`src/rtl/jtag_master.sv`:
```
`default_nettype none
// jtag_master: command-driven JTAG master that issues TLR sequences and IR/DR scans to a TAP.
// Define JTAG_MASTER_CMD_RESET_EN to honour cmd_reset as a TLR command. Rev 1.0
module jtag_master #(
  parameter int REGISTER_SIZE = 32,
  parameter int IR_SIZE       = 4,
  parameter int CLK_DIV       = 2
) (
  input  logic                           clk,
  input  logic                           rst,
  input  logic                           cmd_valid,
  output logic                           cmd_ready,
  input  logic                           cmd_ir,
  input  logic                           cmd_reset,
  input  logic [$clog2(REGISTER_SIZE):0] cmd_len,
  input  logic [REGISTER_SIZE-1:0]       cmd_data,
  output logic                           rsp_valid,
  output logic [REGISTER_SIZE-1:0]       rsp_data,
  output logic                           tck,
  output logic                           tms,
  output logic                           tdi,
  input  logic                           tdo
);

  localparam int LW = $clog2(REGISTER_SIZE) + 1;
  localparam int IW = (LW > 1) ? LW - 1 : 1;
  localparam int DW = (CLK_DIV > 1) ? $clog2(CLK_DIV) : 1;
  localparam logic [DW-1:0] DIV_MAX = DW'(CLK_DIV - 1);
  localparam logic [LW-1:0] REG_LEN = LW'(REGISTER_SIZE);
  localparam logic [LW-1:0] IR_LEN  = LW'(IR_SIZE);
  localparam logic [LW-1:0] TLR_LEN = LW'(6);

  typedef enum logic [2:0] {
    TLR_SEQ, IDLE, SELECT, SHIFT, EXIT_UPDATE, RETURN, DONE
  } state_t;

  state_t                   state;
  logic [DW-1:0]            div;
  logic [LW-1:0]            cnt;
  logic [LW-1:0]            len;
  logic [REGISTER_SIZE-1:0] data;
  logic                     is_ir;
  logic                     tlr_cmd;

  logic                     running;
  logic                     tick;
  logic                     rise;
  logic                     fall;
  logic [LW-1:0]            nxt;
  logic [LW-1:0]            sel_len;
  logic [LW-1:0]            eff_len;
  logic [REGISTER_SIZE-1:0] ir_data;
  logic                     do_tlr;

  assign running = (state != IDLE) && (state != DONE);
  assign tick    = (div == DIV_MAX);
  assign rise    = running && tick && !tck;
  assign fall    = running && tick && tck;
  assign nxt     = cnt + LW'(1);
  // IR path passes through Select-IR, so it needs one extra TMS=1 cycle.
  assign sel_len = is_ir ? LW'(4) : LW'(3);
  assign eff_len = ((cmd_len == '0) || (cmd_len > REG_LEN)) ? REG_LEN : cmd_len;

  always_comb begin
    ir_data = '0;
    for (int i = 0; i < REGISTER_SIZE; i++) begin
      if (i < IR_SIZE) ir_data[i] = cmd_data[i];
    end
  end

`ifdef JTAG_MASTER_CMD_RESET_EN
  assign do_tlr = cmd_reset;
`else
  logic unused_cmd_reset;
  assign unused_cmd_reset = cmd_reset;
  assign do_tlr = 1'b0;
`endif

  // TMS/TDI are only updated on the CLK that drops TCK; TDO is taken on the CLK that raises it.
  always_ff @(posedge clk or posedge rst) begin
    if (rst) begin
      state     <= TLR_SEQ;
      div       <= '0;
      cnt       <= '0;
      len       <= '0;
      data      <= '0;
      is_ir     <= 1'b0;
      tlr_cmd   <= 1'b1;
      tck       <= 1'b0;
      tms       <= 1'b1;
      tdi       <= 1'b0;
      cmd_ready <= 1'b0;
      rsp_valid <= 1'b0;
      rsp_data  <= '0;
    end else begin
      rsp_valid <= 1'b0;
      if (running) begin
        if (tick) begin
          div <= '0;
          tck <= ~tck;
        end else begin
          div <= div + DW'(1);
        end
      end
      if (rise && (state == SHIFT)) rsp_data[cnt[IW-1:0]] <= tdo;

      case (state)
        IDLE: begin
          if (cmd_valid && cmd_ready) begin
            cmd_ready <= 1'b0;
            rsp_data  <= '0;
            cnt       <= '0;
            tms       <= 1'b1;
            tdi       <= 1'b0;
            tlr_cmd   <= do_tlr;
            is_ir     <= cmd_ir;
            len       <= cmd_ir ? IR_LEN : eff_len;
            data      <= cmd_ir ? ir_data : cmd_data;
            state     <= do_tlr ? TLR_SEQ : SELECT;
          end
        end
        TLR_SEQ: begin
          if (fall) begin
            if (nxt < TLR_LEN) begin
              cnt <= nxt;
              tms <= (nxt < LW'(5));
            end else begin
              cnt   <= '0;
              state <= DONE;
            end
          end
        end
        SELECT: begin
          if (fall) begin
            if (nxt < sel_len) begin
              cnt <= nxt;
              tms <= (nxt < (sel_len - LW'(2)));
            end else begin
              cnt   <= '0;
              tms   <= (len == LW'(1));
              tdi   <= data[0];
              state <= SHIFT;
            end
          end
        end
        SHIFT: begin
          if (fall) begin
            if (nxt < len) begin
              cnt <= nxt;
              tms <= (nxt == (len - LW'(1)));
              tdi <= data[nxt[IW-1:0]];
            end else begin
              cnt   <= '0;
              tms   <= 1'b1;
              tdi   <= 1'b0;
              state <= EXIT_UPDATE;
            end
          end
        end
        EXIT_UPDATE: begin
          if (fall) begin
            tms   <= 1'b0;
            state <= RETURN;
          end
        end
        RETURN: begin
          if (fall) state <= DONE;
        end
        DONE: begin
          cmd_ready <= 1'b1;
          rsp_valid <= ~tlr_cmd;
          state     <= IDLE;
        end
        default: state <= TLR_SEQ;
      endcase
    end
  end

endmodule
`default_nettype wire
```
`config.mk`:
```
export PLATFORM = sky130hd
export DESIGN_NAME = jtag_master
export DESIGN_NICKNAME = d
export VERILOG_FILES = /design/src/rtl/jtag_master.sv
export SDC_FILE = /design/constraint.sdc
export NUM_CORES = 1
export LEC_CHECK = 0
export CAP_MARGIN = 20
export CELL_PAD_IN_SITES_DETAIL_PLACEMENT = 0
export CELL_PAD_IN_SITES_GLOBAL_PLACEMENT = 1
export CORE_MARGIN = 2
export CORE_UTILIZATION = 36
export DETAILED_ROUTE_END_ITERATION = 16
export PLACE_DENSITY_LB_ADDON = 0.1
export SETUP_SLACK_MARGIN = 0.2
export SYNTH_ARGS = -nofsm -noshare
export SYNTH_HDL_FRONTEND = slang
export SYNTH_SLANG_ARGS = --single-unit
```
`constraint.sdc`:
```
create_clock -name clk -period 2.9 [get_ports clk]
set_input_delay 0.435 -clock clk [delete_from_list [all_inputs] [get_ports clk]]
set_output_delay 0.435 -clock clk [all_outputs]
set_load 0.005 [all_outputs]
```
# --- After elaboration in Yosys (flattened, before gate mapping) ---
# Index checks and enable logic that the tools add are counted.
totals:
  regBits: 87
  latch_bits: 0
  ramBits: 0
  mem_bits_ro: 0
  out_inout_bits: 37
  elab_cells: 118
  memories: 0
op_classes:
  add_sub_neg: 4
  n_mul: 0
  div_mod_pow: 0
  magnitude_cmp: 9
  n_eq_ne: 20
  shifts: 0
  mux: 48
  bitwise: 2
  reduce_logical: 22
op_table:
  columns: ["op", "count"]
  rows:
  - ["$mux 32", 4]
  - ["$mux 6", 9]
  - ["$bwmux 32", 1]
  - ["$mux 3", 10]
  - ["$pmux 6 s4", 1]
  - ["$pmux 3 s7", 1]
  - ["$ne 2x2->1 const B", 10]
  - ["$mux 1", 17]
  - ["$lt 5x6->1 const B", 2]
  - ["$lt 6x3->1 const B", 2]
  - ["$lt 6x6->1", 2]
  - ["$reduce_and 5->1", 2]
  - ["$eq 3x3->1 const B", 3]
  - ["$reduce_and 9->1", 1]
  - ["$logic_and 1x1->1", 7]
  - ["$reduce_and 7->1", 1]
  - ["$add 6x1->6 const B", 1]
  - ["$eq 3x2->1 const B", 2]
  - ["$eq 6x1->1 const B", 1]
  - ["$eq 6x6->1", 1]
  - ["$gt 6x6->1 const B", 1]
  - ["$logic_not 6->1", 1]
  - ["$lt 6x3->1", 1]
  - ["$reduce_and 2->1", 3]
  - ["20 further kinds", 21]

# --- Depth between registers and ports, before layout ---
# Gate-level depths: netlist (run 1).
logic_depth:
  word_depth: 8
  mapped_depth: 12

# --- Worst setup path before layout (run 1) ---
# OpenSTA, ideal clock, no wires.
synth_path:
  path_kind: "register to register"
  start: "reg cnt[0]"
  end: "reg tdi"
  setup_ns: 0.120
  arrival_time_ns: 2.706
  setup_slack_ns: 0.074
  stages_incl_launch_ff: 10
  period_less_slack_ns: 2.826
  cell_sequence: "dfrtp_1 > buf_4 > inv_1 > ha_1 > clkbuf_1 > mux4_2 > mux4_2 > mux2i_1 > o2bb2ai_1 > a31o_1"
synth_between:
  elab_chain_len: 6
  elab_cells_between_ends: 10
  classes_between: "add/sub: 1; order compare: 2; eq/ne: 1; mux: 5; reduce/logical: 1"
synth_rtl:
  columns: ["element", "line_no", "source"]
  rows:
  - ["start, declared", "39", "logic [LW-1:0] cnt;"]
  - ["start signal, assigned", "125", "cnt <= nxt;"]
  - ["start signal, assigned", "136", "cnt <= nxt;"]
  - ["start signal, assigned", "149", "cnt <= nxt;"]
  - ["$add 6x1->6 *", "59", "assign nxt = cnt + LW'(1);"]
  - ["$bmux 1 s5", "151", "tdi <= data[nxt[IW-1:0]];"]
  - ["$mux 1 (implied by the code)", "151", null]
  - ["$mux 1", "148", "if (nxt < len) begin"]
  - ["$mux 1", "147", "if (fall) begin"]
  - ["$pmux 1 s3", "107", "case (state)"]
  - ["end signal, assigned", "141", "tdi <= data[0];"]
  - ["end signal, assigned", "151", null]
  - ["end, declared", "21", "output logic tdi,"]
# Mark *: on every way between the ends. The rest lies on a longest branch, timed or not. The select of a mux whose other input is x is not followed.
# A chain may end at the register's enable or synchronous reset.

# --- Worst setup path after layout (run 1) ---
layout_path:
  start: "reg cnt[1]"
  end: "reg state[1]"
layout_between:
  elab_chain_len: 4
  elab_cells_between_ends: 8
  classes_between: "add/sub: 1; order compare: 3; eq/ne: 3; reduce/logical: 1"
layout_rtl:
  columns: ["element", "line_no", "source"]
  rows:
  - ["$add 6x1->6 *", "59", null]
  - ["$lt 6x3->1, or another cell as far along", "124", "if (nxt < TLR_LEN) begin"]
  - ["$ne 2x2->1 (no line)", null, null]
  - ["$reduce_and 9->1 (no line) *", null, null]
  - ["end signal, assigned", "119", "state <= do_tlr ? TLR_SEQ : SELECT;"]
  - ["end, declared", "37", "state_t state;"]
# Mark *: on every way between the ends. The rest lies on a longest branch, timed or not.

==> flow_summary.yaml, run 1 <==
synthesis:
  synthesis.area_sq_um: 4830
  synth_cells: 548
  synth_seq_cells: 87
  synthArstFlopShare_pct: 100
  ys_seq_area_share_pct: 45.2
  synth_ff_type: "dfrtp_1"
  synth_enable_flop_cells: 0
  synth.avg_cell_area_sq_um: 8.81
  synth_nets: 608
  yosys_warnings: 0
  synthDistinctLibCells: 56
detailed_routing:
  routed_wl_um: 12400
  drt_iter0_markers: 259
  firstDrtPassIters: 4
  vias: 4121
  post_drt_via_cell_ratio: 5.04
  route.detailed.drc: 0
  ant_nets: 0
  detail_route.wl_per_cell_um: 15.2
placed_design:
  portBuffers: 79
  dpl.hpwl_um: 8730
  gp_congestion: 0.799
timing:
  finalCritPeriodShare_pct: 89.0
  hold_viol: 0
  fin_skew_ns: 0.00669
  finalSetupViolCount: 0
  holdWs_ns: 0.368
  finalCriticalPeriod_ns: 2.58
  relSlewSlack_pct: 70.4
  max_freq_mhz: 388
  finalMaxSlewViolations: 0
  worstMarginPinSlew_ns: 0.442
  fin_tns_setup_ns: 0
  rsz0062_at_grt: "no"
floorplanning:
  die-height_um: 120
  start_util_pct: 36.6
  fp.dieW_um: 120
  boundaryPins: 81
  dieArea_sq_um: 14400
  core-area_sq_um: 13200
  rows: 42
global_route:
  grt_pass1_vias: 4017
  grt_max_degree: 44
  antenna_found_initial: 0
  grt_overflow_total: 0
  grtUsageTotal_pct: 18.1
  grt_first_pass_wirelength_um: 20600
clock_network:
  cts_tree: "yes"
  cts-root-buf: "clkbuf_16"
  clk_latency_ns: 0.34
  holdBufCountCts: 0
  cts_made_buffers: 9
  cts_max_path_buffers: 2
  clk_pin_slew_worst_paths_ns: 0.06
  cts_sinks: 87
  h-tree-depth: 3
run:
  max-cap-violations: 0
critical_path:
  worst_setup_path_end_kind: "register"
  critical-path-top-delay-family: "compound AO/OA/AOI/OAI gates"
  reg2reg_from: "cnt[1]"
  cpPeakStageDelay_ns: 0.45
  required_ns: 3.13
  cp_num_buf_inv: 2
  worstSetupStartpoint: "cnt[1]"
  cp_slowest_cell: "dfrtp_2"
  path_class: "register to register"
  arrival_ns: 2.81
  critPathLaunchType: "register"
  cp_cell_sequence: "buf_4 > nand2_1 > o21a_1 > nor2_2 > inv_1 > ha_1 > a21boi_2 > nor4_2 > a31oi_2 > mux2_2 > a21o_1"
  crit_fanout: 7
final_layout:
  syn_to_final_growth_pct: 32.1
  fillCellCount: 1260
  drive_gt1_share_pct: 13.7
  antenna_cells: 0
  fin_nets: 697
power:
  vdd_drop_max_mv: 0.246
  leakagePower_uw: 0.00259
  power.density_nw_per_um2: 402
min_path:
  hp-class: "primary input to async pin"
run_status:
  status: "finished clean"
## state kept, by name, indices dropped and copies added (netlist names), 3 cells and up
name and cells:
data 32, rsp_data 32, state 3, len 6, cnt 6
## final cells by class
type	instances	area, sq um	area share (%)
repair buffers	114	1070	16.8
flip-flops and latches	87	2180	34.2
multi-input cells	407	2520	39.5
clock inverters	5	82.6	1.29
clock buffers	10	229	3.59
inverters	18	68.8	1.08
well taps	176	220	3.45
## cell usage after synthesis, types with 7 or more instances
| cell type | count | area, sq um |
|---|---|---|
| nor2_1 | 47 | 176 |
| mux4_2 | 10 | 225 |
| a21oi_1 | 44 | 220 |
| nor3_1 | 7 | 35.0 |
| nand3_1 | 12 | 60.1 |
| xnor2_1 | 11 | 96.3 |
| inv_1 | 18 | 67.6 |
| o21ai_0 | 44 | 220 |
| clkbuf_1 | 28 | 105 |
| dfrtp_1 | 85 | 2130 |
| ha_1 | 16 | 200 |
| nand2_1 | 121 | 454 |
| nand3b_1 | 32 | 240 |
## per-stage QoR
stage	total power (uW)	instance area (sq um)	util, %	std cells	setup slack (ns)
after global placement	1350	5960	45.2	799	0.222
after floorplan	1270	4840	-	548	0.218
after global routing	2660	6380	48.3	817	0.174
after detailed placement	1350	5960	45.2	799	0.204
after CTS	2600	6270	47.5	814	0.204
final	2560	6380	48.3	817	0.320
## worst paths after layout
check / slack, ns / end / cells after the start
min in group clk: 0.46 / data[7] / 2
max reg2reg: 0.32 / state[1] / 11
max in group asynchronous: 1.79 / cnt[2] / 3
max: 0.32 / state[1] / 11
min reg2reg: 0.46 / data[7] / 2
min: 0.37 / tck / 2
## timing repair
action | in CTS | in global routing
resized for setup | 1 | 18
setup endpoints to repair | 4 | 9
setup buffers | 0 | 3
pin swaps | 0 | 3
cloned | 0 | 0
## cell families after synthesis
family,Yosys count,synth area share [%]
AOI/OAI and AO/OA,114,13.4
xor gates and xnor gates,15,2.88
adders and majority gates,16,4.15
buffers and inverters,54,4.48
DFF,87,45.2
muxes,13,5.31
and+or+nand+nor,249,24.7
## cell usage in the layout, fill, tap and decap left out, types with 3 or more instances in the layout
master,n
o21ai_0,44
a21oi_1,42
nor2_1,45
mux4_2,10
dfrtp_1,82
nand2b_1,4
ha_1,13
buf_4,33
clkbuf_16,9
nor2b_1,3
nand3_1,11
nand3b_1,32
ha_4,3
nand2_1,121
a31oi_1,3
inv_1,17
nor3_1,6
xnor2_1,11
dfrtp_2,3
nand4_1,4
or3b_2,3
clkdlybuf4s50_1,79
## report_power, final
part | internal (uW) | switching, uW
combinational | 62.1 | 48.6
clock | 754 | 486
sequential | 1210 | 0
total | 2030 | 535
## metal layers
layer	vias to the layer above	wire, um	GRT usage (%)
met3	11	425	2.52
met5	-	0	0
met2	82	5690	28.1
met4	0	171	6.40
met1	1979	6120	25.9
li1	2049	-	-
Power figures use the tool's default switching activity.
==> run 2, diff against run 1 <==
SLEW_MARGIN = 10   (was unset)
==> results of run 2 <==
Same layout as run 1: the final DEF is identical, and so are final timing and power.
==> run 3, diff against run 2 <==
CTS_CLUSTER_DIAMETER = 120   (was unset)
PLACE_DENSITY_LB_ADDON = 0.05   (was 0.1)
==> run 3 against run 2 <==
Compared with the run above:
- critical path type unchanged
- sequential share of layout area grew 0.32 points
- highest routed layer unchanged
- routed wire length shrank 2.0%
- critical path depth shrank 2
- final cell count shrank 0.37%
- via count shrank 0.92%
- clock skew grew 0.0035 ns
- first-iteration DRC count shrank 12%
- combinational power is essentially flat
- largest power group is now sequential cells
- clock power shrank 3%
- register-to-register slack lost 0.02 ns
- non-clock buffer count shrank 4
- flip-flop and latch count is the same
==> flow_summary.yaml, run 3 (synthesis results as in run 1) <==
global_route:
  grt_pass1_vias: 3947
  antenna_found_initial: 0
  grt_overflow_total: 0
  grtUsageTotal_pct: 18.3
  grt_max_degree: 45
  grt_first_pass_wirelength_um: 20500
critical_path:
  arrival_ns: 2.83
  crit_fanout: 6
  critPathLaunchType: "register"
  required_ns: 3.14
  worst_setup_path_end_kind: "register"
  path_class: "register to register"
clock_network:
  clk_latency_ns: 0.35
  cts_made_buffers: 9
  h-tree-depth: 3
  cts_sinks: 87
  cts_tree: "yes"
  clk_pin_slew_worst_paths_ns: 0.06
  cts-root-buf: "clkbuf_16"
  cts_max_path_buffers: 2
floorplanning:
  start_util_pct: 36.6
  core-area_sq_um: 13200
  fp.dieW_um: 120
  dieArea_sq_um: 14400
  die-height_um: 120
  boundaryPins: 81
  rows: 42
placed_design:
  dpl.hpwl_um: 8540
  gp_congestion: 0.797
  place_inst: 797
  portBuffers: 79
power:
  switching_share_pct: 20.9
  vdd_drop_max_mv: 0.254
  seq_power_share_pct: 48.1
  power.density_nw_per_um2: 399
  leakagePower_uw: 0.00257
  pwr-share-clk_pct: 47.5
  combPwrFrac_pct: 4.4
  p_int_uw: 1990
  p_switching_uw: 528
final_layout:
  fin_nets: 693
  antenna_cells: 0
  layout_common_cells: "121 x nand2_1, 83 x dfrtp_1, 79 x clkdlybuf4s50_1"
  fillCellCount: 1317
  largestRegisters: "data x32, rsp_data x32"
  drive_gt1_share_pct: 12.7
  instances_no_fill: 814
  syn_to_final_growth_pct: 30.8
  final_common_cell: "nand2_1"
detailed_routing:
  firstDrtPassIters: 4
  vias: 4083
  route.detailed.drc: 0
  ant_nets: 0
  post_drt_via_cell_ratio: 5.02
  drt_iter0_markers: 228
  routed_wl_um: 12200
  detail_route.wl_per_cell_um: 14.9
timing:
  hold_viol: 0
  fin_tns_setup_ns: 0
  fin_skew_ns: 0.0102
  rsz0062_at_grt: "no"
  max_freq_mhz: 385
  finalSetupViolCount: 0
  finalCriticalPeriod_ns: 2.60
  worstMarginPinSlew_ns: 0.595
  finalCritPeriodShare_pct: 89.6
  relSlewSlack_pct: 60.3
  finalMaxSlewViolations: 0
min_path:
  hp-class: "register to register"
run_status:
  status: "finished clean"
run:
  max-cap-violations: 0
==> run 3: layout make-up <==
type	instances	area [sq um]	share of cell area, %
multi-input cells	407	2500	39.6
repair buffers	110	1040	16.5
inverters	18	68.8	1.09
flip-flops and latches	87	2180	34.6
well taps	176	220	3.49
clock buffers	14	264	4.18
clock inverters	2	38.8	0.614
==> run 3: final timing paths <==
path	startpoint	slack [ns]	endpoint	cells after the start
worst max-delay path	cnt[1]	0.30	tdi	9
worst min-delay path	data[16]	0.46	data[16]	2
min in group asynchronous	rst	0.47	rsp_data[30]	2
worst max register to register	cnt[1]	0.30	tdi	9
worst min register to register	data[16]	0.46	data[16]	2
max in group asynchronous	rst	1.77	rsp_data[11]	3
==> run 3: per-stage QoR <==
step                util, %  hold WS [ns]  setup slack [ns]  instance area, sq um  total power, uW
finish                 47.9         0.463             0.303                  6310             2520
global route           47.9         0.485             0.187                  6310             2620
global placement       45.1         0.447             0.196                  5940             1350
CTS                    47.4         0.467             0.223                  6250             2550
detailed placement     45.1         0.454             0.172                  5940             1350
floorplan                 -         0.433             0.218                  4840             1270
==> run 3: critical path, cell delays in order (launching register included) <==
cell       delay (ns)
dfrtp_2          0.42
buf_4            0.14
inv_1            0.05
ha_2             0.38
buf_4            0.19
mux4_2           0.31
mux4_2           0.50
mux2i_2          0.18
o2bb2ai_1        0.10
a31o_1           0.22
==> run 3: power groups by stage <==
stage	Sequential, uW	Clock, uW	Combinational (uW)
detailed placement	1240	0	113
finish	1210	1200	110
global route	1210	1290	122
floorplan	1240	0	34.5
global placement	1240	0	113
CTS	1210	1220	114
==> run 3: routing by layer <==
| metal | GRT usage (%) | share of wire [%] | vias to the layer above |
|---|---|---|---|
| li1 | - | - | 2045 |
| met1 | 26.6 | 49 | 1937 |
| met2 | 27.1 | 45 | 85 |
| met3 | 3.04 | 4.0 | 16 |
| met4 | 7.21 | 1.9 | 0 |
| met5 | 0 | 0 | - |
==> run 3: what timing repair did <==
item,4_1_cts,5_1_grt
gates cloned,0,0
endpoints found under the setup margin,4,9
hold buffers,0,0
setup buffers,0,1
pin swaps,0,3
resized for setup,2,14
